$ cat config.mk
export PLATFORM = sky130hd
export DESIGN_NAME = gb_timer_flat
export DESIGN_NICKNAME = d
export VERILOG_FILES = /design/src/rtl/gb_io_pkg.sv /design/src/rtl/gb_timer_if.sv /design/src/rtl/gb_timer.sv /design/src/flat_wrapper.sv
export SDC_FILE = /design/constraint.sdc
export NUM_CORES = 1
export LEC_CHECK = 0
export CAP_MARGIN = 0
export CORE_ASPECT_RATIO = 1.2
export CORE_MARGIN = 1.5
export CORE_UTILIZATION = 58
export DETAILED_ROUTE_END_ITERATION = 8
export PLACE_DENSITY = 0.88
export REMOVE_ABC_BUFFERS = 1
export SYNTH_ARGS = -nofsm -noshare
export SYNTH_HDL_FRONTEND = slang
export SYNTH_SLANG_ARGS = --single-unit
$ cat constraint.sdc
create_clock -name clock -period 3.7 [get_ports clock]
set_clock_uncertainty 0.15 [all_clocks]
set_input_delay 0.74 -clock clock [delete_from_list [all_inputs] [get_ports clock]]
set_output_delay 0.74 -clock clock [all_outputs]
set_load 0.02 [all_outputs]
$ cat src/rtl/gb_io_pkg.sv
// Constants shared by the DMG I/O register blocks: timer, interrupt controller, link port.
package gb_io_pkg;

    localparam logic [15:0] ADDR_DIV  = 16'hFF04;
    localparam logic [15:0] ADDR_TIMA = 16'hFF05;
    localparam logic [15:0] ADDR_TMA  = 16'hFF06;
    localparam logic [15:0] ADDR_TAC  = 16'hFF07;

    // Bit position in IF/IE owned by the timer.
    localparam int unsigned IRQ_TIMER = 2;

    // TAC[1:0] input-clock select, named by the system-counter bit it taps.
    typedef enum logic [1:0] {
        TAC_TAP_BIT9 = 2'b00,
        TAC_TAP_BIT3 = 2'b01,
        TAC_TAP_BIT5 = 2'b10,
        TAC_TAP_BIT7 = 2'b11
    } tac_clk_e;

    // TIMA overflow sequencing: counting, one clock sitting at 00, one clock just reloaded.
    typedef enum logic [1:0] {
        TIMA_COUNT    = 2'b00,
        TIMA_OVERFLOW = 2'b01,
        TIMA_RELOAD   = 2'b10
    } tima_state_e;

    // System-counter bit tapped for a given TAC[1:0].
    function automatic logic [3:0] tac_tap(input logic [1:0] clk_sel);
        logic [3:0] bit_idx;
        case (tac_clk_e'(clk_sel))
            TAC_TAP_BIT9: bit_idx = 4'd9;
            TAC_TAP_BIT3: bit_idx = 4'd3;
            TAC_TAP_BIT5: bit_idx = 4'd5;
            TAC_TAP_BIT7: bit_idx = 4'd7;
            default:      bit_idx = 4'd9;
        endcase
        return bit_idx;
    endfunction

endpackage

$ cat src/rtl/gb_timer_if.sv
// CPU-side bus for the timer: address/data/strobes from the CPU, select and read data back.
interface gb_timer_if;

    logic [15:0] addr;
    logic [7:0]  wdata;
    logic        load;
    logic        store;
    logic        sel;
    logic [7:0]  rdata;

    modport master (
        output addr, wdata, load, store,
        input  sel, rdata
    );

    modport slave (
        input  addr, wdata, load, store,
        output sel, rdata
    );

endinterface

$ cat src/rtl/gb_timer.sv
// DMG timer at FF04..FF07 (DIV, TIMA, TMA, TAC) with a one-clock timer interrupt pulse.
// READ_LATENCY must be at least 2 (one capture stage plus the rdata register).
module gb_timer
    import gb_io_pkg::*;
#(
    parameter int unsigned DIV_STEP     = 4,
    parameter int unsigned READ_LATENCY = 2
) (
    input  logic        clock,
    input  logic        reset,
    gb_timer_if.slave   bus,
    output logic        irq
);

    localparam int unsigned STAGES = READ_LATENCY - 1;

    logic [15:0]   sys_cnt;
    logic [7:0]    tima;
    logic [7:0]    tma;
    logic [2:0]    tac;
    logic          edge_q;
    tima_state_e   state;

    logic          wr;
    logic          rd;
    logic          div_wr;
    logic          tima_wr;
    logic          tma_wr;
    logic          tac_wr;
    logic          tick;
    logic          tick_fall;
    logic [7:0]    rd_value;

    logic [STAGES-1:0][7:0] stage_data;
    logic [STAGES-1:0]      stage_vld;
    logic [7:0]             rdata_q;

    assign bus.sel   = (bus.addr[15:2] == ADDR_DIV[15:2]);
    assign bus.rdata = rdata_q;

    // Access decode; a store wins over a simultaneous load.
    always_comb begin
        wr      = bus.store & bus.sel;
        rd      = bus.load & bus.sel & ~bus.store;
        div_wr  = wr & (bus.addr[1:0] == ADDR_DIV[1:0]);
        tima_wr = wr & (bus.addr[1:0] == ADDR_TIMA[1:0]);
        tma_wr  = wr & (bus.addr[1:0] == ADDR_TMA[1:0]);
        tac_wr  = wr & (bus.addr[1:0] == ADDR_TAC[1:0]);
    end

    // Gated tap of the system counter; TIMA counts its falling edges, so
    // disabling the timer or retapping while the tap is high also counts.
    always_comb begin
        tick      = tac[2] & sys_cnt[tac_tap(tac[1:0])];
        tick_fall = edge_q & ~tick;
    end

    // Register read mux, sampled before any same-clock write lands.
    always_comb begin
        case (bus.addr[1:0])
            ADDR_DIV[1:0]:  rd_value = sys_cnt[15:8];
            ADDR_TIMA[1:0]: rd_value = tima;
            ADDR_TMA[1:0]:  rd_value = tma;
            default:        rd_value = {5'b11111, tac};
        endcase
    end

    // Free-running system counter (DIV is its top byte) and tick edge history.
    always_ff @(posedge clock or posedge reset) begin
        if (reset) begin
            sys_cnt <= '0;
            edge_q  <= 1'b0;
        end else begin
            sys_cnt <= div_wr ? '0 : sys_cnt + 16'(DIV_STEP);
            edge_q  <= tick;
        end
    end

    // TMA and TAC configuration registers.
    always_ff @(posedge clock or posedge reset) begin
        if (reset) begin
            tma <= '0;
            tac <= '0;
        end else begin
            if (tma_wr) tma <= bus.wdata;
            if (tac_wr) tac <= bus.wdata[2:0];
        end
    end

    // TIMA counter with delayed reload: one clock at 00, then TMA plus irq.
    // A TIMA write during the 00 clock cancels the reload; one during the
    // reload clock is dropped. A TMA write during the 00 clock feeds the reload.
    always_ff @(posedge clock or posedge reset) begin
        if (reset) begin
            tima  <= '0;
            state <= TIMA_COUNT;
            irq   <= 1'b0;
        end else begin
            irq <= 1'b0;
            case (state)
                TIMA_OVERFLOW: begin
                    if (tima_wr) begin
                        tima  <= bus.wdata;
                        state <= TIMA_COUNT;
                    end else begin
                        tima  <= tma_wr ? bus.wdata : tma;
                        irq   <= 1'b1;
                        state <= TIMA_RELOAD;
                    end
                end
                default: begin
                    state <= TIMA_COUNT;
                    if (tima_wr && state == TIMA_COUNT) begin
                        tima <= bus.wdata;
                    end else if (tick_fall) begin
                        if (tima == 8'hFF) begin
                            tima  <= '0;
                            state <= TIMA_OVERFLOW;
                        end else begin
                            tima <= tima + 8'd1;
                        end
                    end
                end
            endcase
        end
    end

    // Read pipeline: capture on load, shift, and hold rdata until the next read arrives.
    always_ff @(posedge clock or posedge reset) begin
        if (reset) begin
            stage_data <= '0;
            stage_vld  <= '0;
            rdata_q    <= '0;
        end else begin
            stage_vld  <= STAGES'({stage_vld, rd});
            stage_data <= (STAGES * 8)'({stage_data, rd_value});
            if (stage_vld[STAGES-1]) rdata_q <= stage_data[STAGES-1];
        end
    end

endmodule
$ cat src/flat_wrapper.sv
// flat-port wrapper written by rule: the top's interface ports become plain ports
module gb_timer_flat import gb_io_pkg::*;
#(
    parameter int unsigned DIV_STEP     = 4,
    parameter int unsigned READ_LATENCY = 2
)
  (clock, reset, irq, bus_addr, bus_wdata, bus_load, bus_store, bus_sel, bus_rdata);
  gb_timer_if bus_i ();
  input  logic clock;
  input  logic reset;
  output logic irq;
  input wire logic [$bits(bus_i.addr)-1:0] bus_addr;
  input wire logic [$bits(bus_i.wdata)-1:0] bus_wdata;
  input wire logic [$bits(bus_i.load)-1:0] bus_load;
  input wire logic [$bits(bus_i.store)-1:0] bus_store;
  output wire logic [$bits(bus_i.sel)-1:0] bus_sel;
  output wire logic [$bits(bus_i.rdata)-1:0] bus_rdata;
  assign bus_i.addr = bus_addr;
  assign bus_i.wdata = bus_wdata;
  assign bus_i.load = bus_load;
  assign bus_i.store = bus_store;
  assign bus_sel = bus_i.sel;
  assign bus_rdata = bus_i.rdata;
  gb_timer #(.DIV_STEP(DIV_STEP), .READ_LATENCY(READ_LATENCY)) u_core (.clock(clock), .reset(reset), .bus(bus_i), .irq(irq));
endmodule
==> metrics.yaml, run 1 <==
syn-instance-count: 243
p_leak_nw: 1.42
diodes: 0
ant_nets: 0
dp.cells: 333
synthTopCellsByArea: "dfrtp_1, mux2_2, mux4_2"
vias: 2058
num_io_pins: 38
setup_viol: 0
grt_pass1_vias: 2082
holdPathEnd: "u_core.sys_cnt[2]$_DFF_PP0_"
critPathMaxFanout: 3
cts_buffers: 5
cts-root-buf: "clkbuf_8"
path_common_cell: "clkdlybuf4s50_1"
final_core_util: 0.743
cp-end-kind: "output pin"
gp_congestion: 0.835
finalCritPeriodShare: 0.954
async_reset_ff_frac: 1.00
ys_seq_elements: 53
yosysWarnings: 0
slowest_stage: "clkdlybuf4s50_1"
hp-start: "u_core.sys_cnt[2]$_DFF_PP0_"
dr.pass1.iters: 4
routed_wl_um: 5790
cts.clk_slew.worst_paths_ns: 0.10
core.rowCount: 26
grt_pass1_wl_um: 10000
finalHoldViolations: 0
fillCellCount: 297
synth_seq_area_share: 0.503
final_nets: 314
htree_levels: 2
final_cells: 341
clock_latency_ns: 0.31
clock_path_buffers: 2
start_util: 0.609
yosysTopAreaCell: "dfrtp_1"
cts_tree: "done"
maxSlewViolCount: 0
ir_drop_mv: 0.215
dieArea_sq_um: 4960
p_per_area_nw_per_um2: 359
grt_max_degree: 31
hp-class: "flip-flop to flip-flop"
crit_chain: "clkdlybuf4s50_1 -> or4b_4 -> nor4_2 -> clkdlybuf4s50_1"
r2r-start: "u_core.tima[1]$_DFFE_PP0P_"
wire_per_inst_um: 17.0
fp.coreArea_sq_um: 4330
die_height_um: 76.9
track_usage: 0.263
clkSinkCount: 53
overflow: 0
maxCapViolCount: 0
r2r_slack_ns: 1.60
reg2reg_depth: 7
cts_hold_buf: 0
ys_types: 47
io_buffers: 37
crit_required_ns: 2.81
fmaxAchievable_mhz: 283
synth_top_cell_area_share: 0.503
cp-start-kind: "primary input"
setup_tns_ns: 0
avgSynthCellArea_sq_um: 10.8
worstHoldPathCells: 1
crit_type: "primary input to output pin"
tightest_slew_ns: 0.524
vias_per_cell: 6.04
total_power_w: 0.00115
die_w_um: 64.5
status: "complete, no violations"
area_growth_pct: 21.9
antenna_found_initial: 0
dp_hpwl_um: 4230
ys.flop_type: "dfrtp_1"
period_needed_ns: 3.53
synth_edf_count: 0
drive_gt1_frac: 0.151
netlist_area_sq_um: 2640
route.detailed.drc: 0
max_slew_margin: 0.650
fin_ws_ns: 0.170
critPathArrivalTime_ns: 2.64
rsz0062_at_grt: "no"
pre_cts_ws_ns: 0.166
cts_resized: 0
slowest_delay_ns: 0.66
post_cts_buffers: 0
r2r_end: "u_core.tima[0]$_DFFE_PP0P_"
drt_iter0_drc: 158
==> logic make-up after synthesis <==
family,Yosys count,share of synthesized area
and+or+nand+nor,85,0.175
DFF,53,0.503
AOI/OAI and AO/OA,48,0.125
muxes,25,0.123
buffers and inverters,19,0.0275
xor gates and xnor gates,11,0.0365
adders and majority gates,2,0.00949
==> final cells by class <==
| type | instances | area [sq um] | area share |
|---|---|---|---|
| clock inverters | 3 | 65.1 | 0.0202 |
| repair buffers | 41 | 400 | 0.125 |
| multi-input cells | 171 | 1240 | 0.385 |
| clock buffers | 5 | 68.8 | 0.0214 |
| flip-flops and latches | 53 | 1330 | 0.413 |
| inverters | 12 | 45.0 | 0.0140 |
| well taps | 56 | 70.1 | 0.0218 |
==> registers in the layout (all words and copies together) (netlist names), 3 cells and up <==
signal / flops
u_core.bus.rdata: 8
u_core.stage_data: 8
u_core.sys_cnt: 14
u_core.tac: 3
u_core.tima: 8
u_core.tma: 8
==> where the power goes <==
group	internal (W)	switching, W	leakage, nW
logic	0.0000456	0.0000388	0.656
registers	0.000595	0.0000140	0.698
clock network	0.000269	0.000190	0.0681
total	0.000909	0.000243	1.42
==> per-layer routing <==
metal | up-vias | track usage | share of wire
li1 | 959 | - | -
met1 | 1009 | 0.332 | 0.41
met2 | 77 | 0.456 | 0.53
met3 | 13 | 0.0425 | 0.042
met4 | 0 | 0.0872 | 0.017
met5 | - | 0 | 0
==> synthesized netlist by cell type (4+ instances only) <==
cell,count
a32oi_1,4
nor3_1,5
xnor2_1,5
inv_1,12
xor2_1,6
nor2_1,24
o22a_1,6
mux4_2,4
and3_1,6
dfrtp_1,53
mux2_2,19
clkbuf_1,4
a21oi_1,15
o21ai_0,7
nand2_1,14
nand3_1,13
==> worst max-delay path: cells and delay by family <==
| kind | cells | cell delay, ns |
|---|---|---|
| and+or+nand+nor | 2 | 0.84 |
| buffers and inverters | 2 | 1.05 |
==> how the worst max path moves through the flow <==
stage                startpoint       to  slack (ns)  cells after the start
global placement    bus_addr[3]  bus_sel        0.18                      4
floorplan           bus_addr[3]  bus_sel        0.96                      2
CTS                 bus_addr[3]  bus_sel        0.17                      4
detailed placement  bus_addr[3]  bus_sel        0.17                      4
global route        bus_addr[3]  bus_sel        0.11                      4
finish              bus_addr[3]  bus_sel        0.17                      4
==> per-stage QoR <==
stage | area (sq um) | hold slack [ns]
3_3_place_gp | 3080 | 0.286
4_1_cts | 3210 | 0.321
6_report | 3210 | 0.317
2_1_floorplan | 2610 | 0.275
5_1_grt | 3210 | 0.353
3_5_place_dp | 3080 | 0.308
==> layout by cell type (no fill, tap or decap), types with 4 or more instances in the layout <==
master            n
dfrtp_1          53
clkdlybuf4s50_1  37
nor2_1           24
mux2_2           19
a21oi_1          15
nand2_1          14
nand3_1          13
inv_1            11
o21ai_0           7
o22a_1            6
and3_1            6
xor2_1            6
xnor2_1           5
nor3_1            5
clkbuf_8          5
mux4_2            4
a32oi_1           4
buf_4             4
(Power assumes the default switching activity.)
==> run 2, diff against run 1 <==
--- a/constraint.sdc
+++ b/constraint.sdc
@@ -4,2 +4,2 @@
 set_output_delay 0.74 -clock clock [all_outputs]
-set_load 0.02 [all_outputs]
+set_load 0.05 [all_outputs]
==> run 2 against run 1 <==
Sequential share of layout area increased by 0.54 points. Total power fell by 11%. Critical path type unchanged. First-iteration DRC count is 5.1% lower. Non-clock buffer count shrank 1. Utilization shrank 0.95 points.
==> metrics.yaml, run 2 (synthesis results as in run 1) <==
gp_congestion: 0.834
post_cts_buffers: 0
worstHoldPathCells: 1
clkSinkCount: 53
crit_required_ns: 2.81
diodes: 0
cts_buffers: 5
htree_levels: 2
p_leak_nw: 1.40
route.detailed.drc: 0
io_buffers: 37
drt_iter0_drc: 150
setup_viol: 0
num_io_pins: 38
die_height_um: 76.9
r2r-start: "u_core.tima[0]$_DFFE_PP0P_"
cts_hold_buf: 0
area_growth_pct: 20.3
max_slew_margin: 0.638
reg2reg_depth: 7
dp_hpwl_um: 3980
track_usage: 0.243
cp-end-kind: "output pin"
tightest_slew_ns: 0.541
seqCellArea_sq_um: 1330
overflow: 0
final_common_cell: "dfrtp_1"
final_cell_mix: "dfrtp_1, clkdlybuf4s50_1, nor2_1, mux2_2, a21oi_1"
hp-start: "u_core.sys_cnt[2]$_DFF_PP0_"
fmaxAchievable_mhz: 309
p_per_area_nw_per_um2: 322
vias: 2016
routed_wl_um: 5220
r2r_slack_ns: 1.68
fillCellCount: 294
drive_gt1_frac: 0.148
finalCritPeriodShare: 0.874
grt_pass1_wl_um: 9260
largest_reg_flops: 14
cts_tree: "done"
core.rowCount: 26
critPathMaxFanout: 4
fp.coreArea_sq_um: 4330
ir_drop_mv: 0.196
die_w_um: 64.5
status: "complete, no violations"
clock_latency_ns: 0.30
pre_cts_ws_ns: 0.464
dr.pass1.iters: 4
rsz0062_at_grt: "no"
grt_max_degree: 32
grt_pass1_vias: 2007
maxCapViolCount: 0
dieArea_sq_um: 4960
ant_nets: 0
multi_input_area_sq_um: 1240
critPathArrivalTime_ns: 2.34
start_util: 0.609
fin_ws_ns: 0.466
final_nets: 313
hp-class: "flip-flop to flip-flop"
setup_tns_ns: 0
wire_per_inst_um: 15.4
clock_path_buffers: 2
cts.clk_slew.worst_paths_ns: 0.09
cts_resized: 0
finalHoldViolations: 0
holdPathEnd: "u_core.sys_cnt[2]$_DFF_PP0_"
maxSlewViolCount: 0
antenna_found_initial: 0
cp-start-kind: "primary input"
cts-root-buf: "clkbuf_8"
period_needed_ns: 3.23
largest-register: "u_core.sys_cnt"
crit_type: "primary input to output pin"
vias_per_cell: 5.95
r2r_end: "u_core.tima[0]$_DFFE_PP0P_"
run 2: worst max-delay path: stages:
cell and delay [ns]:
clkdlybuf4s50_1 0.39, or4b_4 0.57, nor4_2 0.44, buf_12 0.20
run 2: layer usage:
layer  part of all wire  global-route usage  vias to the layer above  routed length, um
met5                  0                   0                        -                  0
met4              0.020              0.0936                        0                104
met3              0.039              0.0411                       12                206
met2               0.51               0.406                       68               2680
met1               0.43               0.316                      979               2230
li1                   -                   -                      957                  -
run 2: stage by stage:
stage               hold WS [ns]  cells  utilization  instance area [sq um]  total power [W]
detailed placement         0.299    332        0.712                   3080         0.000704
global placement           0.294    332        0.712                   3080         0.000702
CTS                        0.312    339        0.733                   3170          0.00103
global route               0.319    339        0.733                   3170          0.00107
finish                     0.309    339        0.733                   3170          0.00102
floorplan                  0.275    236            -                   2610         0.000656
run 2: cell type report:
type                            instances  area share
Sequential cell                        53       0.418
Multi-Input combinational cell        171       0.390
Timing Repair Buffer                   40       0.127
Clock buffer                            6      0.0260
Tap cell                               56      0.0221
Inverter                               12      0.0142
Clock inverter                          1     0.00237
run 2: worst max path at each step:
stage | startpoint | endpoint | slack, ns | depth (start not counted)
floorplan | bus_addr[3] | u_core.tima[3]$_DFFE_PP0P_ | 0.46 | 6
global placement | bus_addr[3] | bus_sel | 0.46 | 4
detailed placement | bus_addr[3] | bus_sel | 0.46 | 4
CTS | bus_addr[3] | bus_sel | 0.45 | 4
global route | bus_addr[3] | bus_sel | 0.40 | 4
finish | bus_addr[3] | bus_sel | 0.47 | 4
run 2: where the power goes:
part | internal [W] | switching [W] | total [W]
registers | 0.000595 | 0.0000139 | 0.000609
logic | 0.0000456 | 0.0000383 | 0.0000839
clock network | 0.000148 | 0.000181 | 0.000329
==> run 3, diff against run 2 <==
Settings changed: GPL_TIMING_DRIVEN set to 0.
Clock period 3.7 ns to 4 ns, I/O delays scaled along.
==> run 3 against run 2 <==
Design area is 0.51% lower. Utilization is 0.38 points lower. Sequential share of layout area is 0.22 points higher. Highest routed layer unchanged. Hold slack worse by 0.0033 ns.
==> metrics.yaml, run 3 (synthesis results as in run 1) <==
final_nets: 311
dp.cells: 330
reg2reg_depth: 6
drt_iter0_drc: 78
p_comb_frac: 0.085
pre_cts_ws_ns: 0.0315
vias: 2005
clkSinkCount: 53
cts.clk_slew.worst_paths_ns: 0.09
track_usage: 0.242
die_w_um: 64.5
grt_max_degree: 34
setup_tns_ns: 0
io_buffers: 37
htree_levels: 2
grt_pass1_vias: 1956
cts-root-buf: "clkbuf_8"
num_io_pins: 38
wl_met2_um: 2740
largest-register: "u_core.sys_cnt"
routed_wl_um: 5320
cts_buffers: 5
ant_nets: 0
dr.pass1.iters: 5
critPathMaxFanout: 4
dieArea_sq_um: 4960
top_layer: "met4"
crit_type: "primary input to output pin"
final_cell_mix: "dfrtp_1, clkdlybuf4s50_1, nor2_1, mux2_2, a21oi_1"
core.rowCount: 26
drive_gt1_frac: 0.135
p_sw_w: 0.000208
final_core_util: 0.729
p_leak_nw: 1.40
wire_per_inst_um: 15.7
grt_pass1_wl_um: 9230
clock_path_buffers: 2
worstHoldPathCells: 1
intPower_w: 0.000717
finalCritPeriodShare: 0.892
ir_drop_mv: 0.177
rsz0062_at_grt: "no"
status: "complete, no violations"
period_needed_ns: 3.57
fillCellCount: 300
total_power_w: 0.000926
critPathArrivalTime_ns: 2.62
cts_tree: "done"
clock_latency_ns: 0.31
tightest_slew_ns: 0.860
finalHoldViolations: 0
clock_power_share: 0.307
cp-end-kind: "output pin"
max_slew_margin: 0.424
post_cts_buffers: 0
die_height_um: 76.9
dp_hpwl_um: 4120
wl_met3_um: 199
final_cells: 338
crit_required_ns: 3.05
maxCapViolCount: 0
fp.coreArea_sq_um: 4330
vias_per_cell: 5.93
seqPwrFrac: 0.608
area_growth_pct: 19.7
fin_ws_ns: 0.432
cp-start-kind: "primary input"
largest_reg_flops: 14
gp_congestion: 0.849
route.detailed.drc: 0
p_per_area_nw_per_um2: 293
swShare: 0.225
wl_met1_um: 2220
antenna_found_initial: 0
diodes: 0
hp-class: "flip-flop to flip-flop"
start_util: 0.609
cts_hold_buf: 0
setup_viol: 0
overflow: 0
cts_resized: 0
final_common_cell: "dfrtp_1"
fmaxAchievable_mhz: 280
maxSlewViolCount: 0
run 3: changes by cell type in the layout (fill, tap and decap cells not counted):
cell            delta
clkbuf_1           +2
dlymetal6s2s_1     +1
clkbuf_8           -1
buf_4              -3
run 3: metrics by stage:
step                      hold WS (ns)  instance area, sq um
after floorplan                  0.275                  2610
after global placement           0.287                  3050
after detailed placement         0.294                  3070
after CTS                        0.307                  3150
after global routing             0.336                  3160
final                            0.305                  3160
run 3: critical path, cell delays in order:
cell	delay (ns)
clkdlybuf4s50_1	0.40
or4b_4	0.57
nor4_2	0.36
dlymetal6s2s_1	0.48
run 3: final cells by class:
cell class | instances | area [sq um] | share of cell area
Inverter | 12 | 45.0 | 0.0143
Sequential cell | 53 | 1330 | 0.420
Tap cell | 56 | 70.1 | 0.0222
Clock buffer | 7 | 76.3 | 0.0242
Multi-Input combinational cell | 171 | 1240 | 0.392
Clock inverter | 1 | 7.51 | 0.00238
Timing Repair Buffer | 38 | 393 | 0.125
run 3: routing by layer:
metal / GRT usage / vias up
met3: 0.0396 / 19
met5: 0 / -
li1: - / 953
met2: 0.422 / 69
met1: 0.292 / 964
met4: 0.109 / 0
run 3: worst paths after layout:
check,from,endpoint,slack (ns)
max reg2reg,u_core.tac[1]$_DFFE_PP0P_,u_core.tima[6]$_DFFE_PP0P_,1.95
min in group asynchronous,reset,u_core.sys_cnt[2]$_DFF_PP0_,0.67
min,u_core.sys_cnt[2]$_DFF_PP0_,u_core.sys_cnt[2]$_DFF_PP0_,0.31
max in group asynchronous,reset,u_core.stage_data[6]$_DFF_PP0_,2.50
max,bus_addr[3],bus_sel,0.43
min reg2reg,u_core.sys_cnt[2]$_DFF_PP0_,u_core.sys_cnt[2]$_DFF_PP0_,0.31
run 3: power by group through the flow:
stage / clock network, W / registers (W) / logic, W
floorplan: 0 / 0.000570 / 0.0000363
global placement: 0 / 0.000573 / 0.0000745
detailed placement: 0 / 0.000573 / 0.0000796
CTS: 0.000293 / 0.000563 / 0.0000795
global route: 0.000316 / 0.000566 / 0.0000865
finish: 0.000284 / 0.000563 / 0.0000788
